===== config.mk =====
export PLATFORM = sky130hd
export DESIGN_NAME = servo_gesture_seq
export DESIGN_NICKNAME = d
export VERILOG_FILES = /design/src/rtl/servo_gesture_seq.sv
export SDC_FILE = /design/constraint.sdc
export NUM_CORES = 1
export LEC_CHECK = 0
export ABC_AREA = 1
export CAP_MARGIN = 10
export CORE_MARGIN = 8
export CORE_UTILIZATION = 29
export DETAILED_ROUTE_END_ITERATION = 8
export HOLD_SLACK_MARGIN = 0.15
export SYNTH_ARGS = -nofsm -noshare
export SYNTH_HDL_FRONTEND = slang
export SYNTH_SLANG_ARGS = --single-unit

===== constraint.sdc =====
create_clock -name clk -period 2.7 [get_ports clk]
set_input_delay 0.81 -clock clk [delete_from_list [all_inputs] [get_ports clk]]
set_output_delay 0.81 -clock clk [all_outputs]
set_load 0.02 [all_outputs]

===== src/rtl/servo_gesture_seq.sv =====
// servo_gesture_seq: debounced gesture command to three servo duty targets, updated once per frame; define SERVO_SLEW_EN to limit each frame's change to STEP, otherwise duties jump to target on the next frame
module servo_gesture_seq #(
    parameter int PERIOD     = 2000000,
    parameter int STEP       = 2500,
    parameter int STABLE_CYC = 100000
) (
    input  logic        clk,
    input  logic        rst_n,
    input  logic        manual_on,
    input  logic [1:0]  sw,
    input  logic [1:0]  rpi,
    output logic [25:0] duty0,
    output logic [25:0] duty1,
    output logic [25:0] duty2,
    output logic        frame_tick,
    output logic        busy,
    output logic [1:0]  gesture
);
    localparam int          FW    = $clog2(PERIOD + 1);
    localparam int          CW    = $clog2(STABLE_CYC + 1);
    localparam logic        IDLE  = 1'b0;
    localparam logic        RAMP  = 1'b1;
    localparam logic [25:0] D_RST = 26'd50000;

    logic [1:0]    w_raw;
    logic [1:0]    r_meta;
    logic [1:0]    r_sync;
    logic [1:0]    r_gesture;
    logic [1:0]    w_gesture_nx;
    logic [CW-1:0] r_stab_cnt;
    logic [FW-1:0] r_fcnt;
    logic [25:0]   r_duty [3];
    logic [25:0]   w_duty_nx [3];
    logic          w_diff_nx;
    logic          r_state;

    function automatic logic [25:0] tgt_of(input logic [1:0] g, input int c);
        case (g)
            2'b00:   return c == 0 ? 26'd100000 : 26'd145000;
            2'b01:   return 26'd50000;
            2'b10:   return c == 0 ? 26'd100000 : c == 1 ? 26'd50000 : 26'd145000;
            default: return c == 0 ? 26'd75000 : 26'd97500;
        endcase
    endfunction

    function automatic logic [25:0] slew(input logic [25:0] d, input logic [25:0] t);
`ifdef SERVO_SLEW_EN
        logic signed [26:0] diff;
        diff = $signed({1'b0, t}) - $signed({1'b0, d});
        if (diff > 27'sd0 && diff > $signed(27'(STEP)))
            return d + 26'(STEP);
        if (diff < 27'sd0 && -diff > $signed(27'(STEP)))
            return d - 26'(STEP);
`endif
        return t;
    endfunction

    assign frame_tick = r_fcnt == FW'(PERIOD - 1);
    assign duty0      = r_duty[0];
    assign duty1      = r_duty[1];
    assign duty2      = r_duty[2];
    assign busy       = r_state == RAMP;
    assign gesture    = r_gesture;

    // Next gesture, next duties (old target on a coincident tick) and whether anything will still be off target
    always_comb begin
        w_raw        = manual_on ? sw : rpi;
        w_gesture_nx = (r_stab_cnt == CW'(STABLE_CYC - 1) && r_sync != r_gesture) ? r_sync : r_gesture;
        w_diff_nx    = 1'b0;
        for (int c = 0; c < 3; c++) begin
            w_duty_nx[c] = frame_tick ? slew(r_duty[c], tgt_of(r_gesture, c)) : r_duty[c];
            w_diff_nx    = w_diff_nx | (w_duty_nx[c] != tgt_of(w_gesture_nx, c));
        end
    end

    // Two-flop synchroniser on the selected source, then hold-time debounce
    always_ff @(posedge clk or negedge rst_n) begin
        if (!rst_n) begin
            r_meta     <= 2'b01;
            r_sync     <= 2'b01;
            r_stab_cnt <= '0;
            r_gesture  <= 2'b01;
        end else begin
            r_meta     <= w_raw;
            r_sync     <= r_meta;
            r_stab_cnt <= r_meta != r_sync ? '0 : r_stab_cnt == CW'(STABLE_CYC - 1) ? r_stab_cnt : r_stab_cnt + 1'b1;
            r_gesture  <= w_gesture_nx;
        end
    end

    // Free-running frame counter
    always_ff @(posedge clk or negedge rst_n) begin
        if (!rst_n)
            r_fcnt <= '0;
        else
            r_fcnt <= frame_tick ? '0 : r_fcnt + 1'b1;
    end

    // Duty registers move only on the frame tick
    always_ff @(posedge clk or negedge rst_n) begin
        if (!rst_n)
            for (int c = 0; c < 3; c++) r_duty[c] <= D_RST;
        else
            for (int c = 0; c < 3; c++) r_duty[c] <= w_duty_nx[c];
    end

    // RAMP exactly while some duty is (or is about to be) off its target
    always_ff @(posedge clk or negedge rst_n) begin
        if (!rst_n)
            r_state <= IDLE;
        else
            r_state <= w_diff_nx ? RAMP : IDLE;
    end
endmodule

### After elaboration in Yosys (flattened, before gate mapping)

Cells that the tools add are included.

* register bits: 123
* input bits: 7
* output and inout port bits: 82

* $add $sub $neg: 2
* equality and inequality tests: 12
* muxes and demuxes: 15
* bitwise gates (word level): 2
* reduce and logical (&&, ||, !) cells: 7

Operators with widths (number)
* $pmux 18 s2: 4
* $mux 26: 3
* $ne 26x26->1: 3
* $pmux 17 s2: 2
* $mux 17: 2
* $add 21x1->21 const B: 1
* $eq 21x21->1 const B: 1
* $mux 21: 1
* $add 17x1->17 const B: 1
* $eq 17x17->1 const B: 1
* $reduce_or 2->1: 4
* $eq 2x1->1 const B: 2
* $eq 2x2->1 const B: 2
* $logic_not 2->1: 2
* $mux 2: 2
* $ne 2x2->1: 2
* $ne 2x2->1 const B: 1
* $or 1x1->1: 2
* $logic_and 1x1->1: 1
* $mux 1: 1

### Longest topological paths before layout

Gate-level depths: netlist of run 1.

* depth in word-level cells: 10
* gate-level depth with buffers: 18

### Least setup slack after synthesis of run 1

OpenSTA, ideal clock, no wires.

* path type: flip-flop to output port
* start point: register r_fcnt[0]
* end point: output frame_tick
* arrival: 1.610 ns
* data required time: 1.890 ns
* path slack: 0.280 ns
* stages on the path, launching flop included: 6
* path buffers: 0
* path through: dfrtp_1 > ha_1 > nand3_4 > inv_1 > nand2_1 > nor4_2

* cells in the longest elaborated chain, start to end: 1

Ends and longest elaborated chain
* start: declaration: RTL line 31 `logic [FW-1:0] r_fcnt;`
* start signal: assignment: RTL line 96 `r_fcnt <= frame_tick ? '0 : r_fcnt + 1'b1;`
* $eq 21x21->1: RTL line 58 `assign frame_tick = r_fcnt == FW'(PERIOD - 1);`
* end: declaration: RTL line 15 `output logic frame_tick,`

Every way passes these cells.

### Worst setup path after layout of run 1

Ends and elaborated chain as after synthesis.

==> flow_summary.yaml, run 1 <==
clock_network:
  cts-root-buf: "clkbuf_16"
  ctsLongestPathBuffers: 2
  cts_tree: "done"
  clk-insertion-delay-late_ps: 420
  ctsHoldBuffers: 0
  cts_max_level: 4
  clkSinkCount: 123
  cts_buffers: 17
  clkTransAtPathRegs_ps: 60
final_layout:
  num_antenna_cells: 0
  drive_gt1_share_pct: 12.3
  layout.nets: 852
  final.fill_count: 2077
  syn_to_final_growth_pct: 29.1
global_route:
  grt_antenna_before_repair: 0
  grt_pass1_vias: 4716
  grt.total_usage_pct: 11.8
  grt.overflow.total: 0
  grt_pass1_wl_um: 24300
  grt_max_degree: 64
logic_synthesis:
  synth_area_leader_cell: "dfrtp_1"
  ys_warn_count: 0
  ys_ff_latch: 123
  synth-edff-count: 0
  syn_nets: 748
  synth_area_leaders: "dfrtp_1 42%, nand2_1 11%, dfstp_2 9.2%"
  ys_async_sr_fraction_pct: 100
  ys_types: 42
  synth_top_cell_area_share_pct: 42.4
  avgSynthCellArea_um2: 8.25
  ys_seq_area_share_pct: 51.5
  syn_inst: 730
  syn_area_um2: 6020
  ys.flop_type: "dfrtp_1"
sta:
  finalHoldWorstSlack_ps: 267
  timing.final.crit_period_ps: 2550
  clock_skew_ps: 17.7
  rsz0062_at_grt: "true"
  tightest_slew_ps: 568
  setup_viol: 0
  hold_violations: 0
  max_freq_mhz: 393
  drv_slew: 0
  post-route-period-util_pct: 94.3
  finalWorstSetupSlack_ps: 154
  relSlewSlack_pct: 61.6
floorplanning:
  io_pins: 89
  dieArea_um2: 25600
  core_um2: 20300
  die_y_um: 160
  row_count: 52
  initial_core_util_pct: 29.7
  die_w_um: 160
detailed_routing:
  drt-pass1-iter-count: 4
  viasPerCell: 4.30
  ant_nets: 0
  vias: 4804
  drtIter0Drc: 244
  wire_per_inst_um: 13.3
  drc: 0
  wirelength_um: 14900
power_and_ir_drop:
  ir_worst_vdd_mv: 0.384
  powerDensity_nw_per_um2: 508
  leakage_nw: 3.83
worst_hold_path:
  hold_path_class: "in -> async"
critical_path:
  start_kind: "register"
  slowest_delay_ps: 360
  critPathArrivalTime_ps: 1740
  crit_type: "reg -> out"
  crit_fanout: 3
  worstPathRequired_ps: 1890
  cp_slowest_cell: "dfrtp_1"
  cp-end-kind: "primary output"
  crit_chain: "ha_1 -> nand3_4 -> inv_1 -> nand2_1 -> nor4_4 -> buf_2"
placement:
  dp_slack_ps: 58.2
  hpwlAfterDp_um: 10900
  port_buffers: 88
  gp_congestion: 0.827
run:
  maxCapViolCount: 0
run_status:
  run_status: "complete, no violations"
==> stage by stage <==
stage / instances / instance area (um2) / util (%) / total power [mW] / TNS, ps
4_1_cts: 1117 / 7780 / 38.3 / 4.01 / 0
3_5_place_dp: 1085 / 7250 / 35.7 / 1.98 / 0
2_1_floorplan: 730 / 6020 / - / 1.92 / 0
3_3_place_gp: 1085 / 7250 / 35.7 / 1.98 / 0
5_1_grt: 1117 / 7780 / 38.3 / 4.10 / -41.4
6_report: 1117 / 7780 / 38.3 / 3.95 / 0
==> cells in the mapped netlist (5+ instances only) <==
cell type	number
nand3_1	42
inv_1	129
dfrtp_1	102
buf_6	7
o41ai_1	5
nor3_1	12
dfstp_2	21
ha_1	11
xor2_1	6
nand2_1	171
inv_2	13
o21ai_0	29
nand4_1	13
a21oi_1	22
nor2_1	92
==> routing by layer <==
| metal | part of all wire (%) | track usage [%] | vias to the layer above |
|---|---|---|---|
| met5 | 0 | 0 | - |
| met4 | 0.70 | 3.19 | 0 |
| met3 | 3.9 | 3.75 | 8 |
| met2 | 46 | 18.8 | 84 |
| met1 | 49 | 15.1 | 2222 |
| li1 | - | - | 2490 |
==> worst paths after layout <==
path	from	end	slack, ps	depth (start not counted)
setup / recovery	r_fcnt[0]$_DFF_PN0_	frame_tick	150	6
min in group clk	r_meta[0]$_DFF_PN1_	r_sync[0]$_DFF_PN1_	370	0
hold / removal	rst_n	duty0[7]$_DFF_PN0_	270	1
setup reg to reg	r_stab_cnt[0]$_DFFE_PN0P_	busy$_DFF_PN0_	170	16
max in group asynchronous	rst_n	duty2[6]$_DFF_PN1_	1770	2
hold reg to reg	r_meta[0]$_DFF_PN1_	r_sync[0]$_DFF_PN1_	370	0
==> power breakdown <==
group / switching (mW) / total (mW) / internal [mW] / leakage (nW)
registers: 0.00578 / 1.86 / 1.86 / 1.62
logic: 0.0575 / 0.0834 / 0.0259 / 1.97
clock network: 0.787 / 2.01 / 1.22 / 0.245
total: 0.851 / 3.95 / 3.10 / 3.83
==> flip-flops by register name, summed over array words and instances (netlist names) <==
register    flops
duty1          26
r_meta          2
gesture         2
r_stab_cnt     17
r_sync          2
busy            1
duty2          26
r_fcnt         21
duty0          26
==> cell usage in the layout (no fill, tap or decap), types with 4 or more instances in the layout <==
master,Yosys,routed
nor2_1,92,92
ha_1,11,10
o21ai_0,29,29
dfrtp_1,102,102
clkbuf_16,0,17
inv_2,13,14
nor3_1,12,12
nand4_1,13,13
nand3_4,4,4
a21oi_1,22,22
inv_1,129,128
buf_4,1,9
o21a_1,4,4
clkdlybuf4s50_1,0,86
nand2_2,4,5
nand2_1,171,170
o41ai_1,5,5
nand3_1,42,42
dfstp_2,21,21
clkbuf_1,3,7
xor2_1,6,6
nor3_2,4,4
==> what timing repair did <==
item | CTS | global route
pin swaps | 0 | 1
resized for setup | 5 | 4
endpoints found under the setup margin | 1 | 2
setup buffers | 0 | 0
==> layout make-up <==
class	count	area (um2)	area share, %
well taps	270	338	4.34
clock buffers	26	479	6.16
clock inverters	6	41.3	0.531
multi-input cells	450	2280	29.3
inverters	143	539	6.93
flip-flops and latches	123	3100	39.9
repair buffers	99	993	12.8
==> critical path: cells and delay by family, from the launching register on <==
kind / cells / cell delay, ps
flops: 1 / 360
fa+ha+maj: 1 / 230
simple gates: 3 / 450
buf+inv: 2 / 270
==> cell families after synthesis <==
group	count (synthesis)	synth area share (%)
buffers and inverters	157	10.8
muxes	2	0.374
adders and majority gates	11	2.28
xor gates and xnor gates	6	0.872
and+or+nand+nor	359	27.3
AOI/OAI and AO/OA	72	6.86
DFF	123	51.5
Note: power is estimated with default switching activity, not from simulation.
==> run 2, diff against run 1 <==
--- a/config.mk
+++ b/config.mk
@@ -9,6 +9,7 @@
 export CAP_MARGIN = 10
 export CORE_MARGIN = 8
 export CORE_UTILIZATION = 29
+export CTS_CLUSTER_DIAMETER = 50
 export DETAILED_ROUTE_END_ITERATION = 8
 export HOLD_SLACK_MARGIN = 0.15
 export SYNTH_ARGS = -nofsm -noshare
==> constraint.sdc (replaced) <==
create_clock -name clk -period 3.3 [get_ports clk]
set_input_delay 0.99 -clock clk [delete_from_list [all_inputs] [get_ports clk]]
set_output_delay 0.99 -clock clk [all_outputs]
set_load 0.02 [all_outputs]
==> flow_summary.yaml, run 2 (synthesis results as in run 1) <==
run_status:
  run_status: "complete, no violations"
sta:
  hold_violations: 0
  drv_slew: 0
  relSlewSlack_pct: 61.5
  rsz0062_at_grt: "false"
  max_freq_mhz: 333
  finalHoldWorstSlack_ps: 375
  tightest_slew_ps: 571
  clock_skew_ps: 7.24
  tns_ps: 0
  setup_viol: 0
  post-route-period-util_pct: 90.9
  timing.final.crit_period_ps: 3000
clock_network:
  cts_setup_buffers: 0
  clk-insertion-delay-late_ps: 410
  post_cts_resized: 1
  cts-root-buf: "clkbuf_16"
  ctsHoldBuffers: 0
  clkTransAtPathRegs_ps: 60
  cts_max_level: 4
  clkSinkCount: 123
  cts_buffers: 17
  cts_tree: "done"
  ctsLongestPathBuffers: 2
floorplanning:
  io_pins: 89
  dieArea_um2: 25600
  core_um2: 20300
  row_count: 52
  die_y_um: 160
  die_w_um: 160
  initial_core_util_pct: 29.7
detailed_routing:
  ant_nets: 0
  wirelength_um: 14700
  drtIter0Drc: 276
  drc: 0
  vias: 4854
  drt-pass1-iter-count: 4
  viasPerCell: 4.36
  wire_per_inst_um: 13.2
final_layout:
  final.fill_count: 2057
  num_antenna_cells: 0
  utilization_pct: 38.2
  syn_to_final_growth_pct: 28.9
  mostFrequentLayoutCell: "nand2_1"
  final_cell_mix: "171 x nand2_1, 129 x inv_1, 102 x dfrtp_1, 92 x nor2_1, 86 x clkdlybuf4s50_1"
  drive_gt1_share_pct: 12.2
  layout.nets: 849
global_route:
  grt_pass1_vias: 4889
  grt_pass1_wl_um: 24900
  grt_antenna_before_repair: 0
  grt_max_degree: 73
  grt.overflow.total: 0
  grt.total_usage_pct: 11.9
power_and_ir_drop:
  powerDensity_nw_per_um2: 432
  ir_worst_vdd_mv: 0.333
  leakage_nw: 3.83
worst_hold_path:
  hold_path_class: "reg -> reg"
critical_path:
  start_kind: "register"
  cp-end-kind: "primary output"
  cp_slowest_cell: "dlygate4sd2_1"
  crit_fanout: 6
  crit_chain: "ha_1 -> nand3_4 -> inv_1 -> nand2_1 -> nor4_2 -> dlygate4sd2_1"
  crit_type: "reg -> out"
  worstPathRequired_ps: 2310
  slowest_delay_ps: 380
  critPathArrivalTime_ps: 2010
placement:
  gp_congestion: 0.836
  port_buffers: 88
  hpwlAfterDp_um: 10700
run:
  maxCapViolCount: 0
run 2: cell types whose count changed in the layout (fill, tap and decap cells not counted), sizes merged:
cell         change
clkbuf           -7
buf              -4
clkinv           +4
inv              +2
bufinv           +1
dlygate4sd2      +1
run 2: area by class of cell:
class,instances,area (um2),share of cell area [%]
clock buffer,19,443,5.71
tap,270,338,4.35
multi-input combinational,450,2270,29.2
clock inverter,13,120,1.55
inverter,143,539,6.95
timing repair buffer,96,950,12.2
sequential,123,3100,40.0
run 2: through the flow:
step | cells | worst slack (ps) | area (um2) | power (mW)
3_3_place_gp | 1082 | 409 | 7200 | 1.62
6_report | 1114 | 301 | 7760 | 3.36
3_5_place_dp | 1082 | 422 | 7200 | 1.62
5_1_grt | 1114 | 130 | 7760 | 3.48
2_1_floorplan | 730 | 700 | 6020 | 1.57
4_1_cts | 1114 | 251 | 7760 | 3.41
run 2: power by group:
part	total [mW]	internal, mW	switching (mW)
clock	1.77	1.06	0.708
sequential	1.52	1.52	0.00459
combinational	0.0661	0.0195	0.0466
total	3.36	2.60	0.760
run 2: metal layers:
layer	GRT usage (%)	part of all wire, %	vias up	routed length (um)
met1	15.4	49	2263	7180
met3	3.42	4.1	19	600
met2	18.8	46	98	6710
li1	-	-	2474	-
met4	3.99	1.6	0	236
met5	0	0	-	0
run 2: worst paths after layout:
path / from / endpoint / slack, ps / depth (start not counted)
worst min-delay path: r_meta[0]$_DFF_PN1_ / r_sync[0]$_DFF_PN1_ / 370 / 0
max in group asynchronous: rst_n / duty1[6]$_DFF_PN1_ / 2090 / 2
worst min register to register: r_meta[0]$_DFF_PN1_ / r_sync[0]$_DFF_PN1_ / 370 / 0
worst max-delay path: r_fcnt[0]$_DFF_PN0_ / frame_tick / 300 / 6
min in group asynchronous: rst_n / duty0[5]$_DFF_PN0_ / 450 / 1
worst max register to register: r_stab_cnt[0]$_DFFE_PN0P_ / busy$_DFF_PN0_ / 580 / 16
run 2: worst max-delay path: cells and delay by family, from the launching register on:
kind          cells  cell delay [ps]
fa+ha+maj         1              240
buf+inv           2              460
flops             1              370
simple gates      3              530
